`config.mk`:
```
export PLATFORM = sky130hd
export DESIGN_NAME = aud_rec_writer
export DESIGN_NICKNAME = d
export VERILOG_FILES = /design/src/rtl/aud_pkg.sv /design/src/rtl/i2s_rx_shift.sv /design/src/rtl/aud_rec_writer.sv
export SDC_FILE = /design/constraint.sdc
export NUM_CORES = 1
export LEC_CHECK = 0
export ABC_AREA = 1
export CORE_UTILIZATION = 25
export CTS_CLUSTER_SIZE = 28
export DETAILED_ROUTE_END_ITERATION = 6
export RECOVER_POWER = 25
export SETUP_SLACK_MARGIN = 0.05
export SLEW_MARGIN = 20
export SYNTH_ARGS = -nofsm -noshare
export SYNTH_HDL_FRONTEND = slang
export SYNTH_SLANG_ARGS = --single-unit
```
`constraint.sdc`:
```
create_clock -name i_clk -period 2.1 [get_ports i_clk]
set_clock_uncertainty 0.15 [all_clocks]
set_input_delay 0.525 -clock i_clk [delete_from_list [all_inputs] [get_ports i_clk]]
set_output_delay 0.525 -clock i_clk [all_outputs]
set_load 0.01 [all_outputs]
```
`src/rtl/aud_pkg.sv`:
```
// rtl/aud_pkg.sv - shared types, widths and helpers for the audio record writer
package aud_pkg;
    localparam int ADDR_W    = 20;
    localparam int DATA_W    = 16;
    localparam int BIT_CNT_W = 5;

    typedef enum logic [1:0] {
        IDLE  = 2'd0,
        ALIGN = 2'd1,
        REC   = 2'd2,
        PAUSE = 2'd3
    } rec_state_t;

    // |sample| with the single unrepresentable magnitude clamped to full scale
    function automatic logic [DATA_W-1:0] abs_sat(input logic [DATA_W-1:0] s);
        if (!s[DATA_W-1])
            return s;
        else if (s == {1'b1, {(DATA_W-1){1'b0}}})
            return {1'b0, {(DATA_W-1){1'b1}}};
        else
            return ~s + 1'b1;
    endfunction
endpackage

```
`src/rtl/i2s_rx_shift.sv`:
```
// rtl/i2s_rx_shift.sv - synchronizes the I2S pins and deserializes one left-channel word per frame
module i2s_rx_shift
    import aud_pkg::*;
(
    input  logic              clk,
    input  logic              rst_n,
    input  logic              bclk,
    input  logic              lrck,
    input  logic              sdat,
    input  logic              active,
    output logic              lrck_fall,
    output logic [DATA_W-1:0] word,
    output logic              valid
);
    localparam logic [BIT_CNT_W-1:0] LAST_BIT = BIT_CNT_W'(DATA_W);

    // [0],[1] are the synchronizer; [2] is the history flop for edge detection
    logic [2:0]           bclk_s;
    logic [2:0]           lrck_s;
    logic [1:0]           dat_s;
    logic [BIT_CNT_W-1:0] cnt;
    logic [DATA_W-1:0]    sr;
    logic                 bclk_rise;

    assign bclk_rise = bclk_s[1] & ~bclk_s[2];
    assign lrck_fall = ~lrck_s[1] & lrck_s[2];

    always_ff @(posedge clk or negedge rst_n) begin
        if (!rst_n) begin
            bclk_s <= '0;
            lrck_s <= '0;
            dat_s  <= '0;
            cnt    <= '0;
            sr     <= '0;
            word   <= '0;
            valid  <= 1'b0;
        end else begin
            bclk_s <= {bclk_s[1:0], bclk};
            lrck_s <= {lrck_s[1:0], lrck};
            dat_s  <= {dat_s[0], sdat};
            valid  <= 1'b0;
            if (!active || lrck_fall) begin
                cnt <= '0;
                sr  <= '0;
            end else if (bclk_rise && !lrck_s[1] && cnt <= LAST_BIT) begin
                // edge 0 is the I2S one-bit delay; edges 1..16 carry MSB..LSB
                cnt <= cnt + 1'b1;
                if (cnt != '0)
                    sr <= {sr[DATA_W-2:0], dat_s[1]};
                if (cnt == LAST_BIT) begin
                    word  <= {sr[DATA_W-2:0], dat_s[1]};
                    valid <= 1'b1;
                end
            end
        end
    end
endmodule

```
`src/rtl/aud_rec_writer.sv`:
```
// rtl/aud_rec_writer.sv - record FSM writing left-channel samples to SRAM; optional REC_PEAK_METER_EN
module aud_rec_writer
    import aud_pkg::*;
(
    input  logic              i_clk,
    input  logic              i_rst_n,
    input  logic              i_start,
    input  logic              i_pause,
    input  logic              i_stop,
    input  logic              i_bclk,
    input  logic              i_adclrck,
    input  logic              i_adcdat,
    input  logic [ADDR_W-1:0] i_stop_addr,
    output logic [ADDR_W-1:0] o_sram_addr,
    output logic [DATA_W-1:0] o_sram_data,
    output logic              o_sram_we,
    output logic [1:0]        o_state,
    output logic              o_fin
`ifdef REC_PEAK_METER_EN
    ,
    output logic [DATA_W-1:0] o_peak
`endif
);
    rec_state_t        state;
    logic              rec_active;
    logic              lrck_fall;
    logic              word_valid;
    logic [DATA_W-1:0] rx_word;
    logic              last_write;
    logic              go_align;

    assign rec_active = (state == REC);
    assign o_state    = state;
    assign last_write = o_sram_we && (o_sram_addr == i_stop_addr);
    assign go_align   = i_start && !i_stop && !i_pause && (state == IDLE || state == PAUSE);

    i2s_rx_shift u_rx (
        .clk       (i_clk),
        .rst_n     (i_rst_n),
        .bclk      (i_bclk),
        .lrck      (i_adclrck),
        .sdat      (i_adcdat),
        .active    (rec_active),
        .lrck_fall (lrck_fall),
        .word      (rx_word),
        .valid     (word_valid)
    );

    always_ff @(posedge i_clk or negedge i_rst_n) begin
        if (!i_rst_n) begin
            state       <= IDLE;
            o_sram_addr <= '0;
            o_sram_data <= '0;
            o_sram_we   <= 1'b0;
            o_fin       <= 1'b0;
        end else begin
            o_sram_we <= 1'b0;
            // post-write bookkeeping happens even if a pause/stop lands on this cycle
            if (o_sram_we && !last_write)
                o_sram_addr <= o_sram_addr + 1'b1;
            case (state)
                IDLE: begin
                    if (go_align) begin
                        state       <= ALIGN;
                        o_sram_addr <= '0;
                        o_fin       <= 1'b0;
                    end
                end
                ALIGN: begin
                    if (i_stop) begin
                        state <= IDLE;
                        o_fin <= 1'b1;
                    end else if (i_pause)
                        state <= PAUSE;
                    else if (lrck_fall)
                        state <= REC;
                end
                REC: begin
                    if (i_stop || last_write) begin
                        state <= IDLE;
                        o_fin <= 1'b1;
                    end else if (i_pause)
                        state <= PAUSE;
                    else if (word_valid) begin
                        o_sram_data <= rx_word;
                        o_sram_we   <= 1'b1;
                    end
                end
                PAUSE: begin
                    if (i_stop) begin
                        state <= IDLE;
                        o_fin <= 1'b1;
                    end else if (go_align)
                        state <= ALIGN;
                end
                default: state <= IDLE;
            endcase
        end
    end

`ifdef REC_PEAK_METER_EN
    always_ff @(posedge i_clk or negedge i_rst_n) begin
        if (!i_rst_n)
            o_peak <= '0;
        else if (go_align)
            o_peak <= '0;
        else if (o_sram_we && abs_sat(o_sram_data) > o_peak)
            o_peak <= abs_sat(o_sram_data);
    end
`endif
endmodule
```
==> summary.txt, run 1 <==
Synthesis
  • Synth warn: 0
  • Synth cell types: 35
  • Synthesized area: 4210 um2
  • Synthesized instance count: 521
  • Synth Area per Inst: 8.09 um2
  • Post-synthesis sequential area ratio: 0.505
  • Net count after synthesis: 557
  • Synth Register Bits: 85

Route
  • Mean routed wirelength per cell: 12.2 um
  • Residual DRC: 0
  • Antenna Nets Post-Route: 0
  • Via count: 3,638
  • Drt via density: 4.25
  • Final WL: 10.5 mm
  • Drt pass-1 iters: 4
  • Initial drt markers: 240

Power
  • Internal power: 3.06 mW
  • Sw Share: 0.288
  • Pwr per Cell Area: 731 nW/um2
  • Clock power frac: 0.383
  • Psw: 1.24 mW
  • Worst VDD drop: 0.000433 V
  • Combinational Power Share: 0.203
  • Leak pwr: 3.02 nW
  • Flop pwr share: 0.414

Clock network
  • Skew-Pair Late Insertion Delay: 0.34 ns
  • Clock tree root driver cell: clkbuf_16
  • Clock sink total: 85
  • CTS tree: yes
  • CTS HTree Levels: 3
  • Num CTS Buffers: 9
  • Reg clk slew, reported paths: 0.06 ns
  • Clock Path Buffers: 2

Cells and area
  • Area delta synth->final: 39.5%
  • Fin area: 5880 um2
  • Diode count: 0
  • Layout net count: 668
  • Total of fill cells in the finished design: 1,693
  • Commonest non-fill, non-tap cells in the layout: 176 x nand2_1, 78 x dfrtp_1, 64 x inv_1
  • Most common cell after layout, fill and taps aside: nand2_1
  • Finished Layout Cells: 857
  • Layout cells sized above 1: 0.155

Worst setup path
  • Worst R2R Setup Slack: 0.15 ns
  • Worst Setup End Kind: output port
  • Critical path's largest stage delay: 0.55 ns
  • Reg-to-Reg Start: o_sram_addr[9]
  • Worst-path cell chain: clkdlybuf4s50_1
  • R2r endpoint: o_sram_addr[9]
  • CP max-delay cell: clkdlybuf4s50_1
  • Kind of critical path: flop to output port
  • Type of origin of the critical path: flop
  • WP data required: 1.42 ns
  • R2R cell count: 11
  • Buffers plus inverters on the worst setup path: 1
  • Largest delay share family, worst path: buffers and inverters
  • Max Fanout on Critical Path: 5
  • Critical Path Start: o_sram_addr[7]
  • Crit path DAT: 1.32 ns

STA
  • Slew @ Worst Pin: 0.521 ns
  • RSZ-0062 raised after global routing: yes
  • Final hold violations: 0
  • Post-layout min period: 1.99 ns
  • Fin crit share: 0.950
  • Slew headroom: 0.652
  • Final setup violation count: 0
  • Slew Viols, Final: 0
  • Fmax: 501 MHz

Placed design
  • Port Buf Inserts: 67
  • Post-placement cell area: 5360 um2
  • RePlAce Congestion: 0.886
  • DP Wirelength: 7.73 mm
  • DP Cell Count: 828

Global routing
  • Vias in the first global route: 3,468
  • Initial antenna violation count: 0
  • First-pass GRT wire length: 17.5 mm
  • Largest net degree at the start of global routing: 36
  • GRT Total Usage: 0.126
  • Total congestion overflow: 0

Min path
  • Hold path startpoint: u_rx.lrck_s[0]
  • WHS Path Cells: 0
  • Hold EP: u_rx.lrck_s[1]
  • Hold Crit Class: flop to flop

Die
  • Io pins: 68
  • Die Span Y: 132 um
  • Core Rows: 47
  • Std-Cell Core Area: 16,500 um2
  • Die Footprint: 17,400 um2
  • Die X: 132 um
  • Initial Util: 0.255

Run
  • MaxCap Viol Count: 0

Outcome
  • Outcome: complete, no violations
==> flip-flops by register name (all words and copies together) (netlist names) <==
| signal | flops |
|---|---|
| u_rx.dat_s | 2 |
| u_rx.bclk_s | 3 |
| o_sram_addr | 20 |
| u_rx.cnt | 5 |
| o_state | 2 |
| o_fin | 1 |
| o_sram_we | 1 |
| o_sram_data | 16 |
| u_rx.valid | 1 |
| u_rx.sr | 15 |
| u_rx.lrck_s | 3 |
| u_rx.word | 16 |
==> cells in the mapped netlist <==
cell,number,share of area
nand2_1,179,0.16
dfrtp_1,85,0.50
inv_1,64,0.057
nor2_1,34,0.030
o21ai_0,29,0.034
nand3_1,19,0.023
o22ai_1,15,0.022
nor3_1,11,0.013
a21oi_1,9,0.011
xor2_1,9,0.019
ha_1,8,0.024
buf_6,6,0.016
xnor2_1,6,0.012
a22oi_1,5,0.0089
inv_2,5,0.0045
clkbuf_1,4,0.0036
nand4_1,4,0.0059
o21a_1,4,0.0071
and3_1,3,0.0045
nand2_2,3,0.0045
nor2_2,3,0.0045
buf_2,2,0.0024
nand3_2,2,0.0048
a211oi_1,1,0.0018
clkinv_1,1,0.00089
inv_4,1,0.0015
nand3_4,1,0.0042
nand4_2,1,0.0030
nor3_2,1,0.0024
nor3b_1,1,0.0018
nor3b_2,1,0.0030
nor4_1,1,0.0015
o21ai_1,1,0.0012
or2_1,1,0.0015
or2_2,1,0.0015
==> routing by layer <==
layer  track usage  part of all wire  routed length, um
met1         0.166              0.46               4780
met4        0.0446             0.010                106
met3        0.0308             0.056                585
met5             0                 0                  0
met2         0.202              0.48               4980
==> cell families (layout without fill, tap and decap cells) <==
family / Yosys count / count (layout) / share of synthesized area
flip-flops: 85 / 85 / 0.505
AND/OR/NAND/NOR: 266 / 266 / 0.268
XOR/XNOR: 15 / 15 / 0.0312
AO/OA/AOI/OAI: 64 / 64 / 0.0864
adder cells (fa/ha/maj): 8 / 8 / 0.0238
buffers and inverters: 83 / 199 / 0.0858
==> through the flow <==
step	setup slack [ns]	total power [mW]	TNS, ns	util	hold WS, ns
final	0.105	4.29	0	0.356	0.200
after detailed placement	-0.439	2.69	-14.34	0.324	0.187
after global routing	0.0206	4.55	0	0.356	0.205
after global placement	-0.393	2.68	-12.86	0.324	0.184
after CTS	0.0503	4.36	0	0.349	0.202
after floorplan	0.101	2.25	0	-	0.0794
==> layout make-up <==
type | count | area, um2 | area share
Sequential cell | 85 | 2140 | 0.363
Multi-Input combinational cell | 353 | 1790 | 0.305
Timing Repair Buffer | 112 | 1090 | 0.185
Inverter | 71 | 277 | 0.0471
Tap cell | 220 | 275 | 0.0468
Clock buffer | 11 | 243 | 0.0413
Clock inverter | 5 | 66.3 | 0.0113
==> worst max path at each step <==
| stage | endpoint | cells past startpoint |
|---|---|---|
| floorplan | o_sram_addr[5] | 9 |
| global placement | o_sram_addr[5] | 12 |
| detailed placement | o_sram_addr[7] | 12 |
| CTS | o_state[1] | 2 |
| global route | o_sram_addr[11] | 15 |
| finish | o_sram_addr[7] | 1 |
==> worst reg2reg max path, cell delays in order (launching register included) <==
cell and delay (ns):
dfrtp_2 0.42, buf_4 0.16, xor2_1 0.14, nor2_1 0.11
nand2_1 0.11, nor2_4 0.16, nand3_2 0.10, nand2_4 0.13
buf_6 0.14, nand2_1 0.04, o21ai_0 0.08, o21a_1 0.14
==> timing repair <==
action                                  CTS  global route
hold buffers                              1             0
pin swaps                                 6            15
resized for setup                        23            38
cloned                                    0             1
endpoints found under the setup margin   52            60
endpoints found under the hold margin    19             0
setup buffers                             7             4
==> power groups by stage <==
| stage | clock (mW) | combinational (mW) | sequential (mW) |
|---|---|---|---|
| 6_report | 1.64 | 0.869 | 1.78 |
| 5_1_grt | 1.76 | 0.996 | 1.79 |
| 4_1_cts | 1.69 | 0.885 | 1.78 |
| 3_5_place_dp | 0 | 0.873 | 1.81 |
| 3_3_place_gp | 0 | 0.867 | 1.82 |
| 2_1_floorplan | 0 | 0.409 | 1.84 |
No activity file was read; power rests on OpenSTA's default activity.
==> inputs of run 2 (changes only) <==
Settings changed: ABC_AREA 1 to 0, CTS_BUF_LIST set to sky130_fd_sc_hd__clkbuf_8.
Clock period 2.1 ns to 2.08 ns, I/O delays scaled along.
==> summary.txt, run 2 <==
Clock network
  • Skew-Pair Late Insertion Delay: 0.36 ns
  • Clock Path Buffers: 2
  • Clock sink total: 85
  • Clock tree root driver cell: clkbuf_8
  • CTS tree: yes
  • Num CTS Buffers: 9
  • CTS HTree Levels: 3
  • Reg clk slew, reported paths: 0.09 ns

Synthesis
  • Synth Flop Type: dfrtp_1
  • Top cells by count, synth: 85 x dfrtp_1, 67 x nand2_1, 34 x nor2_1
  • Post-synth EDFFs: 0
  • Fraction of synthesized area in multiplexers: 0.103
  • Synth warn: 0
  • Synth cell types: 45
  • Yosys top cell area share: 0.531
  • Synthesized area: 4000 um2
  • Synth Area in Adders: 0.0250
  • Synth Area per Inst: 10.7 um2
  • Post-synthesis simple-gate area fraction: 0.170
  • Post-synthesis sequential area ratio: 0.531
  • Synthesized instance count: 375
  • Area leader, netlist: dfrtp_1
  • Compound-Gate Fraction of Synth Area: 0.0700
  • Net count after synthesis: 411
  • Largest family of logic cells by synthesized area: simple AND/OR/NAND/NOR gates
  • Synth Register Bits: 85
  • Post-synth ARST share: 1.00
  • Main area contributors after synthesis: dfrtp_1 53%, nand2_1 6.3%, xor2_1 6.1%
  • Most frequent cell after synthesis: dfrtp_1
  • Post-synthesis xor/xnor area fraction: 0.0700

Worst setup path
  • Most frequent CP cell: buf_6
  • Reg-to-Reg Start: o_sram_addr[15]
  • Critical Path Start: i_stop_addr[15]
  • Critical path's largest stage delay: 0.41 ns
  • R2r endpoint: o_sram_addr[19]
  • Buffers plus inverters on the worst setup path: 4
  • Worst R2R Setup Slack: -0.16 ns
  • R2R cell count: 9
  • WP depth: 10
  • Worst-path cell chain: dlygate4sd2_1 -> xor2_1 -> nor4_2 -> nand3_4 -> buf_6 -> buf_12 -> o2111ai_4 -> buf_6 -> o21ai_1 -> a21oi_1
  • CP endpoint: o_sram_addr[19]
  • Crit path DAT: 2.40 ns
  • Type of origin of the critical path: primary input
  • Largest delay share family, worst path: buffers and inverters
  • Kind of critical path: primary input to flop
  • Max Fanout on Critical Path: 6
  • Worst Setup End Kind: flop
  • CP max-delay cell: nor4_2
  • WP data required: 2.21 ns

Die
  • Die Footprint: 16,500 um2
  • Die X: 129 um
  • Initial Util: 0.259
  • Std-Cell Core Area: 15,400 um2
  • Core Rows: 45
  • Io pins: 68
  • Die Span Y: 129 um

Route
  • Mean routed wirelength per cell: 13.6 um
  • Drt via density: 4.36
  • Initial drt markers: 134
  • Drt pass-1 iters: 4
  • Via count: 3,141
  • Final WL: 9.81 mm
  • Antenna Nets Post-Route: 0
  • Residual DRC: 0

Placed design
  • RePlAce Congestion: 0.782
  • Port Buf Inserts: 67
  • DP Wirelength: 7.00 mm

Global routing
  • Initial antenna violation count: 1
  • GRT Total Usage: 0.126
  • First-pass GRT wire length: 16.2 mm
  • Vias in the first global route: 3,335
  • Total congestion overflow: 0
  • Largest net degree at the start of global routing: 38

Cells and area
  • Max reg flops: 20
  • Layout net count: 540
  • Most common cell after layout, fill and taps aside: dfrtp_1
  • Area delta synth->final: 46.1%
  • Layout cells sized above 1: 0.256
  • Commonest non-fill, non-tap cells in the layout: 85 x dfrtp_1, 66 x nand2_1, 52 x buf_4
  • Register bank with the most flops: o_sram_addr
  • Largest registers: o_sram_addr (20), o_sram_data (16), u_rx.word (16)
  • Final Core Density: 0.379

STA
  • Slew headroom: 0.364
  • Slew Viols, Final: 0
  • Fmax: 441 MHz
  • Fin crit share: 1.09
  • Post-layout min period: 2.27 ns
  • Setup tns final: -4.56 ns
  • Slew @ Worst Pin: 0.954 ns
  • Final setup margin: -0.188 ns
  • Final hold violations: 0
  • RSZ-0062 raised after global routing: yes
  • Final setup violation count: 37

Outcome
  • Failing checks: negative setup slack
  • Outcome: finished, violations left

Power
  • Post-layout power: 3.58 mW
  • Pwr per Cell Area: 611 nW/um2
  • Leak pwr: 2.92 nW
  • Worst VDD drop: 0.000237 V

Run
  • MaxCap Viol Count: 0

Min path
  • Hold Crit Class: flop to flop
[run 2: cell count changes after synthesis, moves of 5 or more]
cell     before  now
nand2_1     179   67
nand3_1      19    5
nor3_1       11    6
inv_2         5    0
mux2i_1       0   20
mux2_4        0    9
o21ai_0      29    9
a22oi_1       5    0
or3_1         0    7
inv_1        64   11
o22ai_1      15    0
xor2_1        9   28
mux2_2        0    7
[run 2: where the power goes]
group / total, mW / leakage (nW) / internal (mW) / switching (mW)
clock: 1.31 / 0.105 / 0.707 / 0.605
combinational: 0.558 / 1.65 / 0.257 / 0.301
sequential: 1.71 / 1.17 / 1.69 / 0.0205
total: 3.58 / 2.92 / 2.65 / 0.927
[run 2: worst min path at each step]
stage	from	end	slack [ns]	cells past startpoint
finish	u_rx.bclk_s[0]	u_rx.bclk_s[1]	0.21	0
global route	u_rx.bclk_s[0]	u_rx.bclk_s[1]	0.22	0
CTS	u_rx.bclk_s[0]	u_rx.bclk_s[1]	0.21	0
detailed placement	u_rx.bclk_s[0]	u_rx.bclk_s[1]	0.19	0
global placement	u_rx.dat_s[0]	u_rx.dat_s[1]	0.18	0
floorplan	i_rst_n	o_fin	0.07	0
[run 2: layer usage]
layer / GRT usage / up-vias / part of all wire
li1: - / 1523 / -
met1: 0.148 / 1529 / 0.43
met2: 0.219 / 74 / 0.50
met3: 0.0366 / 15 / 0.045
met4: 0.0436 / 0 / 0.017
met5: 0 / - / 0
[run 2: area by class of cell]
type	instances	area, um2
Multi-Input combinational cell	265	1990
Tap cell	211	264
Clock inverter	5	83.8
Inverter	11	41.3
Antenna cell	1	2.50
Sequential cell	85	2130
Clock buffer	10	138
Fill cell	1536	9580
Timing Repair Buffer	132	1200
[run 2: cell families after synthesis]
family / after synthesis
XOR/XNOR: 32
multiplexers: 36
AO/OA/AOI/OAI: 40
flip-flops: 85
adder cells (fa/ha/maj): 8
buffers and inverters: 25
AND/OR/NAND/NOR: 149
[run 2: metrics by stage]
step	instance area (um2)	instances	setup slack [ns]	hold WS, ns
finish	5850	720	-0.188	0.206
global route	5850	719	-0.244	0.220
CTS	5710	714	-0.189	0.207
detailed placement	5300	690	-0.735	0.186
global placement	5300	690	-0.765	0.184
floorplan	4030	375	-0.149	0.0744
[run 2: what timing repair did]
action                     CTS  global route
cloned                       3             0
setup buffers                6             6
setup endpoints to repair   63            71
resized for setup           77            31
hold buffers                 1             0
pin swaps                   40            30
hold endpoints to repair    34             0
[run 2: worst register-to-register path, delay by kind of cell (launching register included)]
family	cells	cell delay (ns)
flip-flops	1	0.40
AND/OR/NAND/NOR	2	0.55
XOR/XNOR	1	0.15
AO/OA/AOI/OAI	3	0.49
buffers and inverters	3	0.45
==> inputs of run 3 (changes only) <==
Settings changed: CAP_MARGIN set to 20.
==> results of run 3 <==
Same layout as run 2: the final DEF is identical, and so are final timing and power.
